$ cat config.mk
export PLATFORM = sky130hd
export DESIGN_NAME = call_request_latch_flat
export DESIGN_NICKNAME = d
export VERILOG_FILES = /design/src/rtl/call_request_latch_if.sv /design/src/rtl/call_request_latch.sv /design/src/flat_wrapper.sv
export SDC_FILE = /design/constraint.sdc
export NUM_CORES = 1
export LEC_CHECK = 0
export CAP_MARGIN = 30
export CELL_PAD_IN_SITES_DETAIL_PLACEMENT = 1
export CELL_PAD_IN_SITES_GLOBAL_PLACEMENT = 1
export CORE_UTILIZATION = 40
export DETAILED_ROUTE_END_ITERATION = 12
export GPL_TIMING_DRIVEN = 0
export PLACE_DENSITY = 0.78
export SETUP_SLACK_MARGIN = 0.3
export SYNTH_ARGS = -nofsm -noshare
export SYNTH_HDL_FRONTEND = slang
export SYNTH_SLANG_ARGS = --single-unit
$ cat constraint.sdc
create_clock -name clk -period 1.9 [get_ports clk]
set_input_delay 0.38 -clock clk [delete_from_list [all_inputs] [get_ports clk]]
set_output_delay 0.38 -clock clk [all_outputs]
set_load 0.02 [all_outputs]
$ cat src/rtl/call_request_latch_if.sv
// rtl/call_request_latch_if.sv - button/sensor/controller bundle for call_request_latch
//
// Inputs to the latch (driven by the master side):
//   F[4:0]   cabin buttons, bit0 = floor 1
//   U[3:0]   hall up buttons, bit0 = U1 .. bit3 = U4
//   D[3:0]   hall down buttons, bit0 = D2 .. bit3 = D5
//   S[4:0]   one-hot floor sensors, bit0 = floor 1
//   AC[1:0]  motor command: 00 stop, 01 up, 10 down, 11 stop
//   Open     door-open indication
// Outputs from the latch (driven by the slave side):
//   pend_car, pend_up, pend_dn   latched requests, bit i = floor i+1
//   cur_floor                    last valid floor 1..5, 0 = unknown
//   req_here/above/below         pending-request summaries
//   err_sensor                   multi-hot S seen on the previous edge
interface call_request_latch_if;
    logic [4:0] F;
    logic [3:0] U;
    logic [3:0] D;
    logic [4:0] S;
    logic [1:0] AC;
    logic       Open;
    logic [4:0] pend_car;
    logic [4:0] pend_up;
    logic [4:0] pend_dn;
    logic [2:0] cur_floor;
    logic       req_here;
    logic       req_above;
    logic       req_below;
    logic       err_sensor;

    modport master (
        output F, U, D, S, AC, Open,
        input  pend_car, pend_up, pend_dn, cur_floor,
        input  req_here, req_above, req_below, err_sensor
    );

    modport slave (
        input  F, U, D, S, AC, Open,
        output pend_car, pend_up, pend_dn, cur_floor,
        output req_here, req_above, req_below, err_sensor
    );
endinterface

$ cat src/rtl/call_request_latch.sv
// rtl/call_request_latch.sv - debounced elevator call latch with floor tracking and service clear
//
// Ports:
//   clk   rising-edge clock
//   rst   asynchronous active-low reset
//   bus   call_request_latch_if.slave: buttons, sensors and controller
//         feedback in; registered request vectors and summaries out
// Parameters:
//   DEB_CYCLES  consecutive high samples before a button latches (1..15)
//   NFLOORS     number of floors (5 in this revision)
module call_request_latch #(
    parameter int DEB_CYCLES = 2,
    parameter int NFLOORS    = 5
) (
    input  logic                 clk,
    input  logic                 rst,
    call_request_latch_if.slave  bus
);
    // Buttons are handled as one flat vector: {D5..D2, U4..U1, F5..F1}.
    localparam int         NBTN = 3 * NFLOORS - 2;
    localparam logic [3:0] DEB  = 4'(DEB_CYCLES);

    typedef enum logic [1:0] {
        DIR_IDLE = 2'd0,
        DIR_UP   = 2'd1,
        DIR_DOWN = 2'd2
    } dir_t;

    dir_t                dir_q, dir_d;
    logic [3:0]          cnt_q   [NBTN];
    logic [3:0]          cnt_inc [NBTN];
    logic [NBTN-1:0]     armed_q;
    logic [NFLOORS-1:0]  car_q, up_q, dn_q;
    logic [NFLOORS-1:0]  car_d, up_d, dn_d;
    logic [2:0]          floor_q, floor_d;
    logic                err_q, err_d;

    logic [NBTN-1:0]     btn;
    logic [NBTN-1:0]     btn_clr;
    logic [NBTN-1:0]     fire;
    logic [NFLOORS-1:0]  clr_car, clr_up, clr_dn;
    logic [NFLOORS-1:0]  pend_all;

    assign btn      = {bus.D, bus.U, bus.F};
    assign pend_all = car_q | up_q | dn_q;

    // Service clear for the floor the car is parked at with the door open.
    // Hall calls in the direction opposite to the remembered travel stay
    // pending, except at the end floors where only one direction exists.
    always_comb begin
        clr_car = '0;
        clr_up  = '0;
        clr_dn  = '0;
        if (bus.Open && floor_q != 3'd0) begin
            for (int i = 0; i < NFLOORS; i++) begin
                if (floor_q == 3'(i + 1)) begin
                    clr_car[i] = 1'b1;
                    clr_up[i]  = (dir_q != DIR_DOWN) || (i == 0);
                    clr_dn[i]  = (dir_q != DIR_UP) || (i == NFLOORS - 1);
                end
            end
        end
    end

    assign btn_clr = {clr_dn[NFLOORS-1:1], clr_up[NFLOORS-2:0], clr_car};

    // A button fires once its run of high samples reaches DEB while armed.
    // A fire suppressed by a clear keeps the button armed, so a still-held
    // press latches as soon as the door closes.
    always_comb begin
        fire = '0;
        for (int b = 0; b < NBTN; b++) begin
            cnt_inc[b] = (cnt_q[b] == 4'hF) ? 4'hF : cnt_q[b] + 4'd1;
            fire[b]    = btn[b] && armed_q[b] && (cnt_inc[b] >= DEB) && !btn_clr[b];
        end
    end

    always_comb begin
        car_d = (car_q | fire[NFLOORS-1:0]) & ~clr_car;
        up_d  = (up_q | {1'b0, fire[2*NFLOORS-2:NFLOORS]}) & ~clr_up;
        dn_d  = (dn_q | {fire[NBTN-1:2*NFLOORS-1], 1'b0}) & ~clr_dn;
        up_d[NFLOORS-1] = 1'b0;
        dn_d[0]         = 1'b0;
    end

    // Floor tracking: only a clean one-hot sample moves the floor.
    always_comb begin
        logic [2:0] hits;
        logic [2:0] enc;
        hits = '0;
        enc  = '0;
        for (int i = 0; i < NFLOORS; i++) begin
            hits = hits + {2'b0, bus.S[i]};
            if (bus.S[i]) enc = 3'(i + 1);
        end
        floor_d = (hits == 3'd1) ? enc : floor_q;
        err_d   = (hits > 3'd1);
    end

    always_comb begin
        dir_d = dir_q;
        if (pend_all == '0) begin
            dir_d = DIR_IDLE;
        end else begin
            case (bus.AC)
                2'b01:   dir_d = DIR_UP;
                2'b10:   dir_d = DIR_DOWN;
                default: dir_d = dir_q;
            endcase
        end
    end

    always_ff @(posedge clk or negedge rst) begin
        if (!rst) begin
            dir_q <= DIR_IDLE;
        end else begin
            dir_q <= dir_d;
        end
    end

    always_ff @(posedge clk or negedge rst) begin
        if (!rst) begin
            car_q   <= '0;
            up_q    <= '0;
            dn_q    <= '0;
            floor_q <= '0;
            err_q   <= 1'b0;
            armed_q <= '1;
            for (int b = 0; b < NBTN; b++) cnt_q[b] <= '0;
        end else begin
            car_q   <= car_d;
            up_q    <= up_d;
            dn_q    <= dn_d;
            floor_q <= floor_d;
            err_q   <= err_d;
            for (int b = 0; b < NBTN; b++) begin
                if (btn[b]) begin
                    cnt_q[b] <= cnt_inc[b];
                    if (fire[b]) armed_q[b] <= 1'b0;
                end else begin
                    cnt_q[b]   <= '0;
                    armed_q[b] <= 1'b1;
                end
            end
        end
    end

    // Summaries relative to the current floor; unknown floor reports
    // everything as "above" so the controller starts moving.
    always_comb begin
        bus.req_here  = 1'b0;
        bus.req_above = 1'b0;
        bus.req_below = 1'b0;
        if (floor_q == 3'd0) begin
            bus.req_above = |pend_all;
        end else begin
            for (int i = 0; i < NFLOORS; i++) begin
                if (3'(i + 1) == floor_q)     bus.req_here  = bus.req_here  | pend_all[i];
                else if (3'(i + 1) > floor_q) bus.req_above = bus.req_above | pend_all[i];
                else                          bus.req_below = bus.req_below | pend_all[i];
            end
        end
    end

    assign bus.pend_car   = car_q;
    assign bus.pend_up    = up_q;
    assign bus.pend_dn    = dn_q;
    assign bus.cur_floor  = floor_q;
    assign bus.err_sensor = err_q;
endmodule

$ cat src/flat_wrapper.sv
// flat-port wrapper written by rule: the top's interface ports become plain ports
module call_request_latch_flat 
#(
    parameter int DEB_CYCLES = 2,
    parameter int NFLOORS    = 5
)
  (clk, rst, bus_F, bus_U, bus_D, bus_S, bus_AC, bus_Open, bus_pend_car, bus_pend_up, bus_pend_dn, bus_cur_floor, bus_req_here, bus_req_above, bus_req_below, bus_err_sensor);
  call_request_latch_if bus_i ();
  input  logic clk;
  input  logic rst;
  input wire logic [$bits(bus_i.F)-1:0] bus_F;
  input wire logic [$bits(bus_i.U)-1:0] bus_U;
  input wire logic [$bits(bus_i.D)-1:0] bus_D;
  input wire logic [$bits(bus_i.S)-1:0] bus_S;
  input wire logic [$bits(bus_i.AC)-1:0] bus_AC;
  input wire logic [$bits(bus_i.Open)-1:0] bus_Open;
  output wire logic [$bits(bus_i.pend_car)-1:0] bus_pend_car;
  output wire logic [$bits(bus_i.pend_up)-1:0] bus_pend_up;
  output wire logic [$bits(bus_i.pend_dn)-1:0] bus_pend_dn;
  output wire logic [$bits(bus_i.cur_floor)-1:0] bus_cur_floor;
  output wire logic [$bits(bus_i.req_here)-1:0] bus_req_here;
  output wire logic [$bits(bus_i.req_above)-1:0] bus_req_above;
  output wire logic [$bits(bus_i.req_below)-1:0] bus_req_below;
  output wire logic [$bits(bus_i.err_sensor)-1:0] bus_err_sensor;
  assign bus_i.F = bus_F;
  assign bus_i.U = bus_U;
  assign bus_i.D = bus_D;
  assign bus_i.S = bus_S;
  assign bus_i.AC = bus_AC;
  assign bus_i.Open = bus_Open;
  assign bus_pend_car = bus_i.pend_car;
  assign bus_pend_up = bus_i.pend_up;
  assign bus_pend_dn = bus_i.pend_dn;
  assign bus_cur_floor = bus_i.cur_floor;
  assign bus_req_here = bus_i.req_here;
  assign bus_req_above = bus_i.req_above;
  assign bus_req_below = bus_i.req_below;
  assign bus_err_sensor = bus_i.err_sensor;
  call_request_latch #(.DEB_CYCLES(DEB_CYCLES), .NFLOORS(NFLOORS)) u_core (.clk(clk), .rst(rst), .bus(bus_i));
endmodule
### Yosys cells after proc, flatten, opt, wreduce, memory -nomap -nowiden

Index checks and enable logic that the tools add are counted.
W data, S select, Z words.

| word-level totals | value |
|---|---|
| register bits | 84 |
| input port bits | 23 |
| output and inout port bits | 22 |
| logic and storage cells | 304 |

| cells by class | value |
|---|---|
| $add $sub $neg | 17 |
| $lt $le $gt $ge | 19 |
| equality and inequality tests | 41 |
| mux-type cells | 114 |
| bitwise logic cells | 23 |
| reduce and logical (&&, ||, !) cells | 58 |

Operator list:

| cell | count |
|---|---|
| $mux W4 | 27 |
| $mux W1 | 79 |
| $add A4 B1 Y4 const B | 13 |
| $eq A4 B4 Y1 const B | 13 |
| $ge A4 B2 Y1 const B | 13 |
| $logic_and A1 B1 Y1 | 40 |
| $ne A2 B1 Y1 const B | 14 |
| $or A5 B5 Y5 | 3 |
| $logic_not A1 Y1 | 13 |
| $or A1 B1 Y1 | 12 |
| $and A5 B5 Y5 | 2 |
| $mux W5 | 2 |
| $not A5 Y5 | 2 |
| $add A3 B1 Y3 | 3 |
| $eq A2 B3 Y1 const A | 2 |
| $eq A3 B1 Y1 const B | 2 |
| $eq A3 B2 Y1 const B | 2 |
| $eq A3 B3 Y1 const A | 2 |
| $eq A3 B3 Y1 const B | 2 |
| $gt A2 B3 Y1 const A | 2 |
| $gt A3 B3 Y1 const A | 2 |
| $mux W2 | 3 |
| $mux W3 | 2 |
| $reduce_bool A3 Y1 | 2 |
| 15 further kinds | 15 |

### Logic depth before layout (Yosys ltp)

| depth | value |
|---|---|
| depth in word-level cells | 21 |
| depth in mapped cells | 10 |
| mapped depth without buffers | 10 |

### Worst setup path before layout

OpenSTA, ideal clock, no wires.

| timing | value |
|---|---|
| path kind | input to register |
| start | input port bus_S[1] |
| end | register u_core.floor_q[1], in the netlist u_core.bus.cur_floor[1] |
| setup time | 0.083 ns |
| data arrival time | 2.466 ns |
| data required time | 1.817 ns |
| setup slack | -0.648 ns |
| stages | 10 |
| path buffers | 0 |
| cell sequence | inv_1 ha_1 fa_1 inv_1 ha_1 fa_1 or2_2 nor2_1 o211ai_1 o21ai_0 |

| between the ends | value |
|---|---|
| longest elaborated chain between the ends | 5 |
| elaborated cells on any way between the ends | 9 |
| classes of those cells | 4 x add/sub; 1 x eq/ne; 4 x mux |

RTL lines:

| what | RTL line | text |
|---|---|---|
| start, declared | flat_wrapper.sv:14 | `input wire logic [$bits(bus_i.S)-1:0] bus_S;` |
| $add A1 B1 Y2 | call_request_latch.sv:93 | `hits = hits + {2'b0, bus.S[i]};` |
| $add A3 B1 Y3 (3 in series) | call_request_latch.sv:93 |  |
| $eq A3 B1 Y1 | call_request_latch.sv:96 | `floor_d = (hits == 3'd1) ? enc : floor_q;` |
| end signal, assigned | call_request_latch.sv:134 | `floor_q <= floor_d;` |
| end, declared | call_request_latch.sv:35 | `logic [2:0] floor_q, floor_d;` |

Several ways; a longest one is shown, not always the timed one.
A chain may end at the register's enable or synchronous reset.

### Final worst setup path

| timing | value |
|---|---|
| start | register u_core.up_q[3], in the netlist u_core.bus.pend_up[3] |
| end | output port bus_req_below |

| between the ends | value |
|---|---|
| longest elaborated chain between the ends | 10 |

RTL lines:

| what | RTL line | text |
|---|---|---|
| start, declared | call_request_latch.sv:33 | `logic [NFLOORS-1:0] car_q, up_q, dn_q;` |
| start signal, assigned | call_request_latch.sv:132 | `up_q <= up_d;` |
| $or A5 B4 Y5 (*) | call_request_latch.sv:45 | `assign pend_all = car_q \| up_q \| dn_q;` |
| $or A5 B5 Y5 (*) | call_request_latch.sv:45 |  |
| $or A1 B1 Y1 (*) | call_request_latch.sv:160 | `else bus.req_below = bus.req_below \| pend_all[i];` |
| $mux W1 (*) | call_request_latch.sv:159 | `else if (3'(i + 1) > floor_q) bus.req_above = bus.req_above \| pend_all[i];` |
| $mux W1 (*) | call_request_latch.sv:158 | `if (3'(i + 1) == floor_q) bus.req_here = bus.req_here \| pend_all[i];` |
| $mux W1 (*) | call_request_latch.sv:154 | `if (floor_q == 3'd0) begin` |
| $or A1 B1 Y1 | call_request_latch.sv:160 |  |
| $mux W1 | call_request_latch.sv:159 |  |
| $mux W1 (*) | call_request_latch.sv:158 |  |
| $mux W1 (*) | call_request_latch.sv:154 |  |
| end, declared | flat_wrapper.sv:23 | `output wire logic [$bits(bus_i.req_below)-1:0] bus_req_below;` |

Mark *: on every way between the ends. The rest lies on a longest branch, timed or not. The select of a mux whose other input is x is not followed.

==> results by group <==
Outcome
  – Status: finished, violations left
  – Violated checks: negative setup slack

Routing
  – Average routed wire per standard cell: 16.2 um
  – DRC violation count after routing: 0
  – Detailed Route Iter0 Violations: between 150 and 200
  – Total detailed-routing wirelength: 10300 um
  – Number of vias per cell: 5.28
  – Vias after detailed routing: 3370
  – Residual antenna-violating net count after detailed routing: 0
  – Detailed-router iteration count before antenna repair: 4

Die
  – Std-Cell Rows: 37
  – Effective utilization at floorplan: 0.414
  – Floorplan die area: 11100 um^2
  – Std-Cell Core Area: 10300 um^2
  – Height of the die: between 100 and 150 um
  – Width of the die: ~110 um
  – I/O Pins: 45

Global route
  – Leftover overflow at the end of global routing: 0
  – Initial antenna violation count: 0
  – Global routing met2 resource utilization: 0.347
  – GR Util met3: 0.0421
  – Met1 demand-to-capacity share in global routing: 0.232
  – GRT Util Overall: 0.194
  – Vias in the first global route: 3671
  – Pin count of the biggest net entering global routing: 63
  – Busiest grt layer: met2
  – Global-route wire length before repair: about 17000 um

Cells and area
  – Number of inserted diodes: 0
  – Non-filler cells, final: 638
  – Filler Cells Inserted: 1178
  – Final Net Count: 552
  – Area growth from synthesis to layout: 27.4%
  – Ratio of cells with drive above 1 in the final layout: 0.205

CTS
  – H-tree levels: 3
  – Clock Tree Buf Depth: 2
  – Clk Tree Root Cell: sky130_fd_sc_hd__clkbuf_8
  – Number of clock sinks: 84
  – TritonCTS clock tree: yes
  – Clock latency reported for the late side of the worst-skew pair: 0.35 ns
  – Clock-pin slew of the registers on the worst-case setup and hold paths: 0.08 ns
  – Cts bufs inserted: 9

Synthesis
  – Number of different library cells in the post-synthesis netlist: between 40 and 50
  – Flops & latches, synth: 84
  – Number of synthesized flops with an enable pin: 0
  – Mapped cell area: approximately 4300 um^2
  – Warnings, synthesis: 0
  – Prevailing post-synth register cell: sky130_fd_sc_hd__dfrtp_1
  – Share of async-settable or async-resettable flops after synthesis: 1.00
  – Number of instances in the synthesized netlist: ~420
  – Mean instance size in the synthesized netlist: 10.2 um^2
  – Portion of the post-synthesis area used by sequential elements: 0.495

Flow run
  – Max-capacitance violation count: 0

Power
  – Static Leak: roughly 2.5 nW
  – IR Drop Worst-Case VDD: 0.584 mV
  – Total power per unit cell area: 1020 nW/um^2

STA
  – Final setup viols: 6
  – Number of pins with negative max-slew slack in the final report: 0
  – Worst slew margin relative to its limit: 0.629
  – Fin Clk Skew: 0.0131 ns
  – Number of failing hold endpoints at the final stage: 0
  – Unrepaired setup endpoints after global routing: true
  – Part of the cycle the worst path needs: 1.25
  – Least-Margin Pin Slew: approximately 0.56 ns
  – Final Critical Period: 2.37 ns
  – Highest attainable clock frequency: 0.422 GHz
  – Min setup slack post-route: -0.472 ns

Place
  – Worst setup slack before clock tree synthesis: -1.33 ns
  – Post-DP HPWL: between 7000 and 8000 um
  – Placed cells: 601
  – Count of port buffers added during placement: 42
  – Routability-driven placement congestion ratio: about 0.73

Setup path
  – Launch point of the worst path: u_core.bus.pend_up[3]
  – Cell with the biggest individual delay on the critical path: sky130_fd_sc_hd__or3_4
  – Endpoint type of the worst setup path: primary output
  – Arrival @ worst endpoint: 1.99 ns
  – Max Fanout on Critical Path: 3
  – Origin of the critical flop-to-flop path: u_core.cnt_q[16]
  – Maximum cell stage delay along the critical path: 0.42 ns
  – Critical path start-end classification: flip-flop to primary output
  – Worst EP required: 1.52 ns
  – Type of origin of the critical path: flip-flop
  – List of cells traversed by the critical path: or3_4 > nand2b_4 > a221o_1 > a22o_1 > buf_6

Min path
  – Path type of the worst min-delay path: input pin to flip-flop
  – Worst hold start: bus_S[4]
registers in the layout, indices dropped and copies added (netlist names):
signal / count
u_core.bus.cur_floor: 3
u_core.bus.err_sensor: 1
u_core.cnt_q: 52
u_core.armed_q: 13
u_core.dir_q: 2
u_core.bus.pend_dn: 4
u_core.bus.pend_car: 5
u_core.bus.pend_up: 4
cells in the final DEF (no fill, tap or decap), drive strengths merged, types with 2 or more instances in the layout:
cell and instances:
ha 30, clkdlybuf4s15 3, dlygate4sd2 13, nand4bb 3, dfrtp 71, nand3 25
dlymetal6s2s 2, o211ai 5, o21ai 30, or3 2, nand3b 12, a21bo 6
nand4b 2, nor2 30, o211a 6, clkdlybuf4s50 16, dfstp 13, a41oi 12
nor2b 4, buf 32, fa 2, nand2 11, nor3 5, clkbuf 15
inv 61, a22o 7, nand2b 14, a21boi 3, mux2i 12, a21oi 41
conb 2
worst max-delay path, delay by kind of cell, from the launching register on:
kind                   cells  cell delay (ns)
buffers and inverters      1             0.14
flip-flops                 1             0.39
AND/OR/NAND/NOR            2             0.58
AO/OA/AOI/OAI              2             0.53
cell families (layout without fill, tap and decap cells):
| group | Yosys count | in the layout | synth area share |
|---|---|---|---|
| other | 1 | 2 | 0.000877 |
| DFF | 84 | 84 | 0.495 |
| buffers and inverters | 65 | 145 | 0.0603 |
| and+or+nand+nor | 112 | 112 | 0.144 |
| muxes | 12 | 12 | 0.0281 |
| AOI/OAI and AO/OA | 115 | 115 | 0.174 |
| adders and majority gates | 32 | 32 | 0.0971 |
layout make-up:
class                      count  area, um^2  area share
clock inverter                 3        43.8     0.00803
inverter                      60         238      0.0436
buffer                         5        37.5     0.00689
clock buffer                  13         159      0.0292
sequential                    84        2120       0.390
timing repair buffer          64         602       0.110
multi-input combinational    273        2080       0.381
tap                          136         170      0.0312
through the flow:
step / total power [mW] / hold WS, ns / cell area [um^2] / utilization / TNS [ns]
2_1_floorplan: 3.38 / 0.0844 / 4340 / - / -1.65
3_3_place_gp: 4.06 / 0.450 / 4930 / 0.478 / -207.99
3_5_place_dp: 4.14 / 0.302 / 4960 / 0.480 / -7.11
4_1_cts: 5.51 / 0.444 / 5260 / 0.510 / -1.81
5_1_grt: 5.87 / 0.328 / 5450 / 0.528 / -2.18
6_report: 5.54 / 0.322 / 5450 / 0.528 / -1.77
final timing paths:
| kind | endpoint | slack [ns] | cells past startpoint |
|---|---|---|---|
| min in group asynchronous | u_core.cnt_q[44] | 0.47 | 2 |
| worst max-delay path | bus_req_below | -0.47 | 5 |
| worst min-delay path | u_core.bus.cur_floor[0] | 0.32 | 3 |
| worst min register to register | u_core.armed_q[8] | 0.47 | 2 |
| max in group asynchronous | u_core.armed_q[0] | 0.77 | 3 |
| worst max register to register | u_core.bus.pend_up[3] | 0.32 | 5 |
metal layers:
| layer | vias up | share of wire |
|---|---|---|
| met4 | 0 | 0.014 |
| met1 | 1703 | 0.43 |
| li1 | 1619 | - |
| met2 | 37 | 0.53 |
| met5 | - | 0 |
| met3 | 11 | 0.030 |
timing repair:
item                                    4_1_cts  5_1_grt
hold buffers                                  1        0
endpoints found under the setup margin       30       24
gates resized for setup                      69       28
setup buffers                                 5       15
hold endpoints to repair                     20        0
pin swaps                                    10        6
cell usage after synthesis, types with 2 or more instances:
master,count,area (um^2)
sky130_fd_sc_hd__a21bo_1,4,40.0
sky130_fd_sc_hd__a21bo_2,2,20.0
sky130_fd_sc_hd__a21boi_0,3,22.5
sky130_fd_sc_hd__a21oi_1,41,205
sky130_fd_sc_hd__a22o_1,6,52.6
sky130_fd_sc_hd__a41oi_1,12,105
sky130_fd_sc_hd__buf_2,2,10.0
sky130_fd_sc_hd__buf_4,3,22.5
sky130_fd_sc_hd__dfrtp_1,71,1780
sky130_fd_sc_hd__dfstp_2,13,342
sky130_fd_sc_hd__fa_1,2,40.0
sky130_fd_sc_hd__ha_1,30,375
sky130_fd_sc_hd__inv_1,60,225
sky130_fd_sc_hd__mux2i_1,12,120
sky130_fd_sc_hd__nand2_1,11,41.3
sky130_fd_sc_hd__nand2b_1,13,81.3
sky130_fd_sc_hd__nand3_1,24,120
sky130_fd_sc_hd__nand3b_1,12,90.1
sky130_fd_sc_hd__nand4b_1,2,17.5
sky130_fd_sc_hd__nand4bb_1,3,33.8
sky130_fd_sc_hd__nor2_1,30,113
sky130_fd_sc_hd__nor2b_1,4,25.0
sky130_fd_sc_hd__nor3_1,5,25.0
sky130_fd_sc_hd__o211a_1,6,60.1
sky130_fd_sc_hd__o211ai_1,5,37.5
sky130_fd_sc_hd__o21ai_0,29,145
power by group:
part / internal (mW) / switching (mW)
registers: 2.12 / 0.251
logic: 0.863 / 0.998
clock network: 0.684 / 0.624
total: 3.67 / 1.87
No activity file was read; power rests on OpenSTA's default activity.
==> patch, RTL diff (same flow settings) <==
Re-encode `dir_t` (3 values) as one-hot, 3 bits wide.
--- a/src/rtl/call_request_latch.sv
+++ b/src/rtl/call_request_latch.sv
@@ -20,10 +20,10 @@
     localparam int         NBTN = 3 * NFLOORS - 2;
     localparam logic [3:0] DEB  = 4'(DEB_CYCLES);
 
-    typedef enum logic [1:0] {
-        DIR_IDLE = 2'd0,
-        DIR_UP   = 2'd1,
-        DIR_DOWN = 2'd2
+    typedef enum logic [2:0] {
+        DIR_IDLE = 3'b001,
+        DIR_UP   = 3'b010,
+        DIR_DOWN = 3'b100
     } dir_t;
 
     dir_t                dir_q, dir_d;
Check against the original RTL: same outputs for any inputs over 10 cycles, from zero or initial values and one cycle with rst low; not proved beyond that.
==> patch against the original RTL <==
- the flow still finishes with violations (negative setup slack)
- sequential cell count up 1
- area after synthesis rose by 1.7%
- utilization up 0.083 points
- largest power group unchanged
- sequential share of layout area increased by 0.093 points
- routed wire length shrank 0.59%
- power up 1.7%
- sequential power grew 3%
- synthesized cell count grew 1.9%
- critical endpoint unchanged
- cell area up 1.1%
- worst setup slack improved by 120 ps
- highest routed layer unchanged
==> patch: results (changes against the original RTL) <==
| Metric | Value |
|---|---|
| Failing checks | `negative setup slack` |
| Least-Margin Pin Slew | `545 ps (-9.92 ps)` |
| P_seq | `2.44 mW (+3%)` |
| Post-synth cell types | `44 (+4.8%)` |
| Layout cell share with drive strength beyond 1 | `0.220 (+0.0146)` |
| Final HPWL DP | `7340 µm (+1.8%)` |
| Synthesized flop and latch total | `85 (+1.2%)` |
| DR vias | `3454 (+2.5%)` |
| Sw Share | `0.350 (+0.0119)` |
| Sw Pwr | `1.97 mW (+5.2%)` |
| Grt met1 use | `0.238 (+0.00609)` |
| Status | `finished with violations` |
| Layout fillers | `1159 (-1.6%)` |
| Hold Path Class | `in2async` |
| FF+latch area | `2150 µm² (+1.3%)` |
| Setup violators final | `7 (+1)` |
| Vias in the first global route | `3703 (+0.87%)` |
| Largest net degree at the start of global routing | `46 (-27%)` |
| Post-synth top cells | `dfrtp_1, inv_1, a21oi_1, nor2_1, ha_1` |
| P_leak | `2.48 nW (-1.1%)` |
| Final worst slack | `-355 ps (+117 ps)` |
| First-pass GRT wire length | `17200 µm (-0.12%)` |
| Fraction of area in multi-input gates | `0.397 (+0.0156)` |
| Seq/total area | `0.391 (+0.000926)` |
| Fin nets | `555 (+0.54%)` |
| Die area | `11300 µm² (+1.7%)` |
| Clock-cell share | `0.0325 (-0.00470)` |
| Final WL | `10300 µm (-0.59%)` |
| Multi-input combinational gate total | `283 (+3.7%)` |
| # placed instances | `609 (+1.3%)` |
| Comb power frac | `0.350 (+0.014)` |
==> patch: kinds of logic after synthesis <==
logic type               count (synthesis)  share of synthesized area
buffers and inverters                   62                     0.0561
flip-flops                              85                      0.493
other                                    1                   0.000862
AND/OR/NAND/NOR                        124                      0.160
AO/OA/AOI/OAI                          113                      0.167
multiplexers                            12                     0.0276
adder cells (fa/ha/maj)                 32                     0.0955
==> patch: path summary, 6_finish.rpt <==
| path | startpoint | end | slack [ps] | cells past startpoint |
|---|---|---|---|---|
| max in group asynchronous | rst | u_core.armed_q[4] | 1220 | 2 |
| setup reg to reg | u_core.cnt_q[36] | u_core.bus.pend_car[3] | 340 | 5 |
| min in group clk | bus_S[4] | u_core.bus.cur_floor[0] | 340 | 3 |
| setup / recovery | u_core.bus.pend_dn[3] | bus_req_below | -350 | 6 |
| hold reg to reg | u_core.armed_q[0] | u_core.armed_q[0] | 470 | 2 |
| hold / removal | rst | u_core.cnt_q[8] | 0.5 | 1 |
